## src/rtl/pixel_out_stream.sv

```systemverilog
// Output stage of the blur pipeline: re-emits the valid-only pixel stream as valid/ready
// through a small FWFT buffer with a registered head, an almost-full throttle and frame-last tagging.
module pixel_out_stream #(
  parameter int DATA_WIDTH   = 8,
  parameter int DEPTH        = 32,
  parameter int AF_THRESH    = 24,
  parameter int FRAME_PIXELS = 262144
) (
  input  logic                       i_clk,
  input  logic                       i_rstn,
  input  logic [DATA_WIDTH-1:0]      i_data,
  input  logic                       i_data_valid,
  output logic                       o_almost_full,
  output logic [DATA_WIDTH-1:0]      o_data,
  output logic                       o_data_valid,
  input  logic                       i_data_ready,
  output logic                       o_data_last,
  output logic [$clog2(DEPTH):0]     o_level,
  output logic                       o_overflow
);
  localparam int AW = $clog2(DEPTH);
  localparam int LW = AW + 1;
  localparam int CW = $clog2(FRAME_PIXELS);
  localparam logic [LW-1:0] FULL_LVL = LW'(DEPTH);
  localparam logic [LW-1:0] AF_LVL   = LW'(AF_THRESH);
  localparam logic [CW-1:0] LAST_CNT = CW'(FRAME_PIXELS - 1);

  logic [DATA_WIDTH-1:0] mem_q [DEPTH];
  logic [AW-1:0]         wr_ptr_q, wr_ptr_d, rd_ptr_q, rd_ptr_d;
  logic [LW-1:0]         level_q, level_d, mem_cnt;
  logic [DATA_WIDTH-1:0] data_q, data_d;
  logic                  vld_q, vld_d, ovf_q, ovf_d;
  logic [CW-1:0]         pix_cnt_q, pix_cnt_d;
  logic                  wr_acc, pop, load, last;

  // level_q counts the head register too, so the memory holds level_q - vld_q pixels.
  always_comb begin
    wr_acc    = i_data_valid && (level_q < FULL_LVL);
    pop       = vld_q && i_data_ready;
    mem_cnt   = level_q - LW'(vld_q);
    load      = (mem_cnt != '0) && (!vld_q || pop);
    last      = vld_q && (pix_cnt_q == LAST_CNT);
    wr_ptr_d  = wr_acc ? wr_ptr_q + AW'(1) : wr_ptr_q;
    rd_ptr_d  = load ? rd_ptr_q + AW'(1) : rd_ptr_q;
    level_d   = level_q + LW'(wr_acc) - LW'(pop);
    vld_d     = load || (vld_q && !pop);
    data_d    = load ? mem_q[rd_ptr_q] : data_q;
    ovf_d     = ovf_q || (i_data_valid && !wr_acc);
    pix_cnt_d = pix_cnt_q;
    if (pop) begin
      pix_cnt_d = last ? '0 : pix_cnt_q + CW'(1);
    end
  end

  always_ff @(posedge i_clk) begin
    if (wr_acc) begin
      mem_q[wr_ptr_q] <= i_data;
    end
  end

  always_ff @(posedge i_clk or negedge i_rstn) begin
    if (!i_rstn) begin
      wr_ptr_q  <= '0;
      rd_ptr_q  <= '0;
      level_q   <= '0;
      data_q    <= '0;
      vld_q     <= 1'b0;
      ovf_q     <= 1'b0;
      pix_cnt_q <= '0;
    end else begin
      wr_ptr_q  <= wr_ptr_d;
      rd_ptr_q  <= rd_ptr_d;
      level_q   <= level_d;
      data_q    <= data_d;
      vld_q     <= vld_d;
      ovf_q     <= ovf_d;
      pix_cnt_q <= pix_cnt_d;
    end
  end

  assign o_data        = data_q;
  assign o_data_valid  = vld_q;
  assign o_data_last   = last;
  assign o_level       = level_q;
  assign o_almost_full = (level_q >= AF_LVL);
  assign o_overflow    = ovf_q;
endmodule
```

## config.mk

```make
export PLATFORM = sky130hd
export DESIGN_NAME = pixel_out_stream
export DESIGN_NICKNAME = d
export VERILOG_FILES = /design/src/rtl/pixel_out_stream.sv
export SDC_FILE = /design/constraint.sdc
export NUM_CORES = 1
export LEC_CHECK = 0
export CORE_MARGIN = 1
export CORE_UTILIZATION = 41
export CTS_CLUSTER_DIAMETER = 30
export DETAILED_ROUTE_END_ITERATION = 16
export HOLD_SLACK_MARGIN = 0.05
export PLACE_DENSITY_LB_ADDON = 0.25
export REMOVE_ABC_BUFFERS = 1
export SLEW_MARGIN = 40
export SYNTH_ARGS = -nofsm -noshare
export SYNTH_HDL_FRONTEND = slang
export SYNTH_SLANG_ARGS = --single-unit
```

## constraint.sdc

```tcl
create_clock -name i_clk -period 2.21 [get_ports i_clk]
set_input_delay 0.442 -clock i_clk [delete_from_list [all_inputs] [get_ports i_clk]]
set_output_delay 0.442 -clock i_clk [all_outputs]
set_load 0.005 [all_outputs]
```

== Yosys cells after proc, flatten, opt, wreduce, memory -nomap -nowiden ==
Memory sizes are Yosys's and may differ from the RTL's. A register that Yosys moved wholly into a read port is not among the register bits.
Cells that the tools add are included.

* Register bits: 36
* Bits in writable memories: 256
* Bits of input ports: 12
* Output and inout bits: 18
* Word-level logic and storage cells: 33
* Memories: 1

{| class="wikitable"
|+ Memory list
! name !! words !! bits a word !! rd ports !! clocked after memory_dff !! wr ports !! line !! source
|-
| mem_q || 32 || 8 || 1 || 1 || 1 || 28 || <nowiki>logic [DATA_WIDTH-1:0] mem_q [DEPTH];</nowiki>
|}

* Add/sub/neg operators: 6
* $lt $le $gt $ge: 2
* Equality and inequality tests: 1
* Mux-type cells: 3
* Reduce and logical (&&, ||, !) cells: 14

{| class="wikitable"
|+ Operator list
! kind !! number
|-
| $add A18 B1 Y18 const B || 1
|-
| $eq A18 B18 Y1 const B || 1
|-
| $mux W18 || 1
|-
| $sub A6 B1 Y6 || 2
|-
| $add A5 B1 Y5 const B || 2
|-
| $add A6 B1 Y6 || 1
|-
| $ge A6 B5 Y1 const B || 1
|-
| $logic_and A1 B1 Y1 || 6
|-
| $lt A6 B6 Y1 const B || 1
|-
| $reduce_bool A6 Y1 || 1
|-
| $logic_not A1 Y1 || 4
|-
| $logic_or A1 B1 Y1 || 3
|-
| $mux W1 || 2
|}

== Depth between registers and ports, before layout ==
Gate-level depths: netlist of run 1.

* Depth after elaboration: 5
* Depth in mapped cells: 11
* Depth with buffers taken out: 10

== Worst setup path after synthesis of run 1 ==
Ideal clock, no wire load.

* Path kind: flip-flop to flip-flop
* From: reg level_q[5], in the netlist o_level[5]
* To: reg level_q[4], in the netlist o_level[4]
* Data arrival time: 2.174 ns
* Required time: 2.131 ns
* Path slack: -0.043 ns
* Cell stages (with the launch flop): 12
* Buffers on the path: 1
* Clock period less this slack: 2.253 ns
* Path through: dfrtp_1 -> nor2b_1 -> clkbuf_1 -> inv_1 -> ha_1 -> inv_1 -> ha_1 -> fa_1 -> a21oi_1 -> nor2_1 -> nor2_1 -> xor2_1

* Cells in the longest elaborated chain, start to end: 4

{| class="wikitable"
|+ Ends and longest elaborated chain
! item !! line !! source
|-
| from (decl) || 30 || <nowiki>logic [LW-1:0] level_q, level_d, mem_cnt;</nowiki>
|-
| from (signal assigned) || 73 || <nowiki>level_q <= level_d;</nowiki>
|-
| $lt A6 B6 Y1 || 38 || <nowiki>wr_acc = i_data_valid && (level_q < FULL_LVL);</nowiki>
|-
| $logic_and A1 B1 Y1 || 38 ||
|-
| $add A6 B1 Y6 || 45 || <nowiki>level_d = level_q + LW'(wr_acc) - LW'(pop);</nowiki>
|-
| $sub A6 B1 Y6 || 45 ||
|-
| named net level_d[4] || 30 ||
|}

The timed path passes the listed nets, and every way through them passes these cells.
A chain may end at the register's enable or synchronous reset.

==> results of run 1 <==
final cells by class:
type,count,area (µm²),area share [%]
Clock inverter,41,450,2.85
Inverter,16,60.1,0.380
Timing Repair Buffer,149,1260,7.99
Sequential cell,300,8790,55.6
Multi-Input combinational cell,357,3290,20.8
Clock buffer,65,1490,9.39
Tap cell,384,480,3.04
layer usage:
layer	vias to the layer above	share of wire [%]	GRT usage, %
met5	-	0	0
met3	45	7.1	4.57
met4	0	1.8	4.89
li1	3159	-	-
met1	3608	42	25.1
met2	266	49	31.2
power breakdown:
part,leakage [nW],total (mW),internal (mW),switching (mW)
combinational,2.03,6.09,2.98,3.11
sequential,2.84,7.04,6.62,0.416
clock,0.936,8.46,5.41,3.05
repair_timing:
| action | CTS | global route |
|---|---|---|
| resized for setup | 16 | 23 |
| setup endpoints to repair | 5 | 16 |
| endpoints found under the hold margin | 14 | 0 |
| cloned | 0 | 0 |
| pin swaps | 1 | 9 |
| hold buffers | 1 | 0 |
| setup buffers | 1 | 7 |
state kept, by name (all words and copies together), names as in the netlist:
| name | count |
|---|---|
| o_data | 8 |
| rd_ptr_q | 5 |
| o_overflow | 1 |
| o_level | 6 |
| mem_q | 256 |
| wr_ptr_q | 5 |
| pix_cnt_q | 18 |
| o_data_valid | 1 |
path summary, 6_finish.rpt:
path                       slack, ns  depth (start not counted)     endpoint        start
min                             0.32                          2   o_overflow       i_rstn
min in group i_clk              0.46                          1   o_overflow   o_overflow
max reg2reg                     0.03                          6    o_data[7]  rd_ptr_q[0]
max                             0.03                          6    o_data[7]  rd_ptr_q[0]
min reg2reg                     0.46                          1   o_overflow   o_overflow
max in group asynchronous       1.23                          3  rd_ptr_q[0]       i_rstn
metrics by stage:
| step | cell area [µm²] | worst slack (ns) | util (%) |
|---|---|---|---|
| after floorplan | 12000 | -2.51 | - |
| after CTS | 15700 | -0.00383 | 54.2 |
| after detailed placement | 13700 | -0.421 | 47.3 |
| after global placement | 13700 | -0.421 | 47.3 |
| final | 15800 | 0.0272 | 54.5 |
| after global routing | 15800 | -0.0224 | 54.5 |
cell families after synthesis:
kind of cell               Yosys count  share of synthesized area (%)
adders and majority gates           20                           2.11
buffers and inverters               48                           1.99
DFF                                300                           71.9
muxes                              107                           12.4
and+or+nand+nor                    116                           4.66
xor gates and xnor gates            27                           1.93
AOI/OAI and AO/OA                   87                           5.02
layout by cell type, fill, tap and decap left out, drive strengths merged, types with 3 or more instances in the layout:
| cell | instances |
|---|---|
| a22oi | 7 |
| nand3 | 9 |
| clkinvlp | 5 |
| o22ai | 7 |
| o21ai | 21 |
| xnor2 | 18 |
| buf | 121 |
| mux4 | 32 |
| nor3 | 9 |
| or3 | 3 |
| nor2b | 4 |
| clkinv | 17 |
| mux2 | 10 |
| bufinv | 4 |
| mux2i | 65 |
| a21oi | 12 |
| ha | 19 |
| a221oi | 16 |
| o221ai | 8 |
| clkdlybuf4s50 | 26 |
| xor2 | 9 |
| dfrtp | 44 |
| nand3b | 3 |
| inv | 31 |
| edfxtp | 256 |
| a211oi | 7 |
| clkbuf | 66 |
| nand2 | 19 |
| nor2 | 51 |
| nand4 | 6 |
==> impl_metrics.tcl, run 1 <==
set metrics [dict create \
    worst_pin_slew_ns 0.620 \
    outcome "finished, final reports clean" \
    drive_gt1_share_pct 30.7 \
    grt_max_degree 33 \
    cp.required_ns 2.68 \
    synthTopCellsByArea "edfxtp_1 63%, dfrtp_1 9.0%, mux2i_1 5.3%, mux4_2 4.2%, ha_1 1.9%" \
    cap_violations 0 \
    setup_viol 0 \
    diodes 0 \
    cts-root-buf "clkbuf_16" \
    synth-edff-count 256 \
    areaGrowthSynthToFinish_pct 29.4 \
    hold_viol 0 \
    final.setup_skew_ns 0.0496 \
    cts_buffers 56 \
    clk_pin_slew_ns 0.05 \
    dp_hpwl_um 17900 \
    path_cells "buf_12 > mux4_1 > a211oi_1 > buf_4 > a22oi_1 > mux2_2" \
    syn_area_per_cell_um2 17.3 \
    grt_pass1_vias 7338 \
    irDropWorstVdd_uv 794 \
    grt_overflow 0 \
    fmax_ghz 0.458 \
    clockBufferDepth 3 \
    rows 62 \
    critPathArrivalTime_ns 2.65 \
    die_x_um 175 \
    cpMaxStageDelayCell "mux4_1" \
    drv_slew 0 \
    placed_cells_incl_taps 1198 \
    power_density_nw_per_um2 1360 \
    wire_per_inst_um 21.6 \
    antenna_found_initial 0 \
    nFillCells 2302 \
    synth-main-ff-cell "edfxtp_1" \
    synth_top_cells_by_count "256 x edfxtp_1, 65 x mux2i_1, 50 x nor2_1" \
    core_um2 29000 \
    cp_max_fo 19 \
    ys_ff_latch 300 \
    via_per_inst 5.39 \
    grt_use_total_pct 18.9 \
    h-tree-depth 2 \
    dieArea_um2 30500 \
    dr.pass1.iters 5 \
    synth.most_common_cell "edfxtp_1" \
    async_reset_ff_share_pct 14.7 \
    nets 912 \
    tritoncts "done" \
    cellLeakagePower_nw 5.81 \
    cp_num_buf_inv 2 \
    cts_num_sinks 300 \
    hold_class "in2async" \
    total_power_mw 21.6 \
    drtIter0Drc 630 \
    synth_top_cell_by_area "edfxtp_1" \
    grt_first_pass_wirelength_um 43100 \
    routabilityCongestion 0.835 \
    setup-tns-final_ns 0 \
    routed_wl_um 28300 \
    drc 0 \
    worst_setup_path_end_kind "flip-flop" \
    cpLargestDelayFamily "multiplexers" \
    cp_slowest_stage_delay_ns 0.62 \
    start_util_pct 42.1 \
    synth_top_area_share_pct 62.9 \
    clk-insertion-delay-late_ns 0.59 \
    vias 7078 \
    rsz0062_at_grt "true" \
    synth_cells 705 \
    yosysUniqueCellTypes 48 \
    worstSetupStartpointType "flip-flop" \
    yosysWarnings 0 \
    pin_count 30 \
    yosysSeqAreaShare_pct 71.9 \
    fin_crit_sh_pct 98.8 \
    die_h_um 175 \
    crit_type "reg2reg" \
    fin_crit_ns 2.18 \
    ant_nets 0 \
    io_buffer_count 29 \
    instances_no_fill 1312 \
    slew_headroom_pct 58.6 \
    synth_area_um2 12200 \
    hold_ws_ns 0.322 \
]
No activity file was read; power rests on OpenSTA's default activity.
==> run 2, diff against run 1 <==
ABC_AREA = 1   (was not set)
PLACE_DENSITY_LB_ADDON = not set   (was 0.25)
clock period = 2.7 ns   (was 2.21 ns; I/O delays follow)
==> run 2 against run 1 <==
Against the previous run:
- die area up 9.7%
- non-clock buffer count is 56 lower
- register-to-register slack improved by 0.49 ns
- clock-buffer cell count rose by 15
- largest cell class unchanged
- largest power group unchanged
==> impl_metrics.tcl, run 2 <==
set metrics [dict create \
    grt_first_pass_wirelength_um 50300 \
    fmax_ghz 0.389 \
    dieArea_um2 33500 \
    diodes 0 \
    final.setup_skew_ns 0.0187 \
    clockBufferDepth 3 \
    postLayoutCoreUtil_pct 53.1 \
    hold_ws_ns 0.463 \
    tritoncts "done" \
    cellLeakagePower_nw 7.18 \
    drtIter0Drc 737 \
    largest_reg_flops 256 \
    synthTopCellsByArea "edfxtp_1 57%, nand2_1 12%, dfrtp_1 8.2%, nand3_1 6.9%, inv_1 4.2%" \
    synth-edff-count 256 \
    cp_max_fo 6 \
    synth-main-ff-cell "edfxtp_1" \
    slew_headroom_pct 58.8 \
    synth_top_area_share_pct 57.2 \
    antenna_found_initial 0 \
    top_register "mem_q" \
    synth_area_um2 13400 \
    total_power_mw 19.2 \
    worst_setup_path_end_kind "primary output" \
    grt_max_degree 132 \
    yosysSeqAreaShare_pct 65.4 \
    worstRegToRegCells 10 \
    drv_slew 0 \
    fin_crit_ns 2.57 \
    rrSetupSlack_ns 0.52 \
    io_buffer_count 29 \
    async_reset_ff_share_pct 14.7 \
    worst_pin_slew_ns 0.618 \
    cap_violations 0 \
    syn_area_per_cell_um2 10.2 \
    synth_cells 1320 \
    setup_viol 0 \
    yosysUniqueCellTypes 33 \
    die_h_um 183 \
    cp.required_ns 2.16 \
    worstSetupStartpointType "flip-flop" \
    clk_pin_slew_ns 0.04 \
    wire_per_inst_um 16.5 \
    fin_crit_sh_pct 95.3 \
    outcome "finished, final reports clean" \
    yosysWarnings 0 \
    drive_gt1_share_pct 13.2 \
    rsz0062_at_grt "false" \
    rows 65 \
    final_common_cell "nand2_1" \
    dr.pass1.iters 5 \
    cp_slowest_stage_delay_ns 0.49 \
    areaGrowthSynthToFinish_pct 26.0 \
    cts-root-buf "clkbuf_16" \
    path_cells "inv_1 > ha_1 > nand3_1 > nand2_1 > clkdlybuf4s50_1" \
    routed_wl_um 31700 \
    core_um2 31900 \
    hold_viol 0 \
    die_x_um 183 \
    nets 1465 \
    final_cell_mix "445 x nand2_1, 256 x edfxtp_1, 184 x nand3_1" \
    drc 0 \
    synth_top_cell_by_area "edfxtp_1" \
    ys_ff_latch 300 \
    start_util_pct 42.1 \
    vias 9343 \
    cts_buffers 70 \
    grt_overflow 0 \
    r2r_start "o_data_valid" \
    critPathArrivalTime_ns 2.03 \
    grt_use_total_pct 19.7 \
    routabilityCongestion 0.812 \
    cpLargestDelayFamily "buffers and inverters" \
    irDropWorstVdd_uv 728 \
    ant_nets 0 \
    clk-insertion-delay-late_ns 0.56 \
    post-place-ws_ns 0.0156 \
    synth_top_cells_by_count "445 x nand2_1, 256 x edfxtp_1, 184 x nand3_1" \
    crit_type "reg2out" \
    grt_pass1_vias 9107 \
    power_density_nw_per_um2 1130 \
    via_per_inst 4.86 \
    pin_count 30 \
    setup_slack_ns 0.128 \
    synth.most_common_cell "nand2_1" \
    cpMaxStageDelayCell "clkdlybuf4s50_1" \
    r2r-end "o_level[4]" \
    dp_hpwl_um 19000 \
    h-tree-depth 3 \
    hold_class "in2async" \
    cp_num_buf_inv 2 \
    cts_num_sinks 300 \
]
## run 2: changes by cell type in the layout (fill, tap and decap cells not counted), sizes merged, moves of 32 or more
cell   delta
nand2   +430
nand3   +177
inv     +126
mux2i    -65
buf      -57
mux4     -32
## run 2: kinds of logic (layout without fill, tap and decap cells)
logic type,count (synthesis),count (layout),synth area share (%)
flip-flops,300,300,65.4
buffers and inverters,212,379,6.92
AO/OA/AOI/OAI,34,34,1.32
AND/OR/NAND/NOR,734,734,23.1
adder cells (fa/ha/maj),20,20,1.92
XOR/XNOR,20,20,1.30
## run 2: how the worst max path moves through the flow
| stage | start | cells past startpoint | to | slack [ns] |
|---|---|---|---|---|
| 6_report | o_level[2] | 5 | o_almost_full | 0.13 |
| 5_1_grt | o_level[2] | 5 | o_almost_full | 0.02 |
| 4_1_cts | o_level[1] | 5 | o_almost_full | 0.05 |
| 3_5_place_dp | i_data_valid | 12 | o_level[4] | 0.02 |
| 3_3_place_gp | i_data_valid | 12 | o_level[4] | 0.05 |
| 2_1_floorplan | rd_ptr_q[0] | 9 | o_data[0] | -1.81 |
## run 2: what timing repair did
action,CTS,global route
setup buffers,2,0
hold buffers,1,0
endpoints found under the hold margin,17,0
gates resized for setup,2,1
setup endpoints to repair,1,1
## run 2: where the power goes
group	switching [mW]	leakage (nW)	internal, mW
Clock	2.54	1.18	6.03
Sequential	0.329	2.85	5.45
Combinational	3.19	3.15	1.61
Total	6.06	7.18	13.1
## run 2: cell type report
class	count	area, µm²
clock buffers	80	1810
clock inverters	46	618
fillers	2829	15000
inverters	160	603
multi-input cells	808	3720
flip-flops and latches	300	8790
well taps	435	544
repair buffers	93	830
## run 2: through the flow
step	std cells	area, µm²	TNS [ns]
after detailed placement	1793	14500	0
after CTS	1922	16900	0
final	1922	16900	0
after floorplan	1268	13100	-17.05
after global routing	1922	16900	0
after global placement	1793	14500	0
## run 2: metal layers
layer	global-route usage, %	wire, µm	vias up
met3	3.59	1870	53
met5	0	0	-
met1	26.8	14300	4433
li1	-	-	4579
met4	7.07	682	0
met2	31.9	14900	278
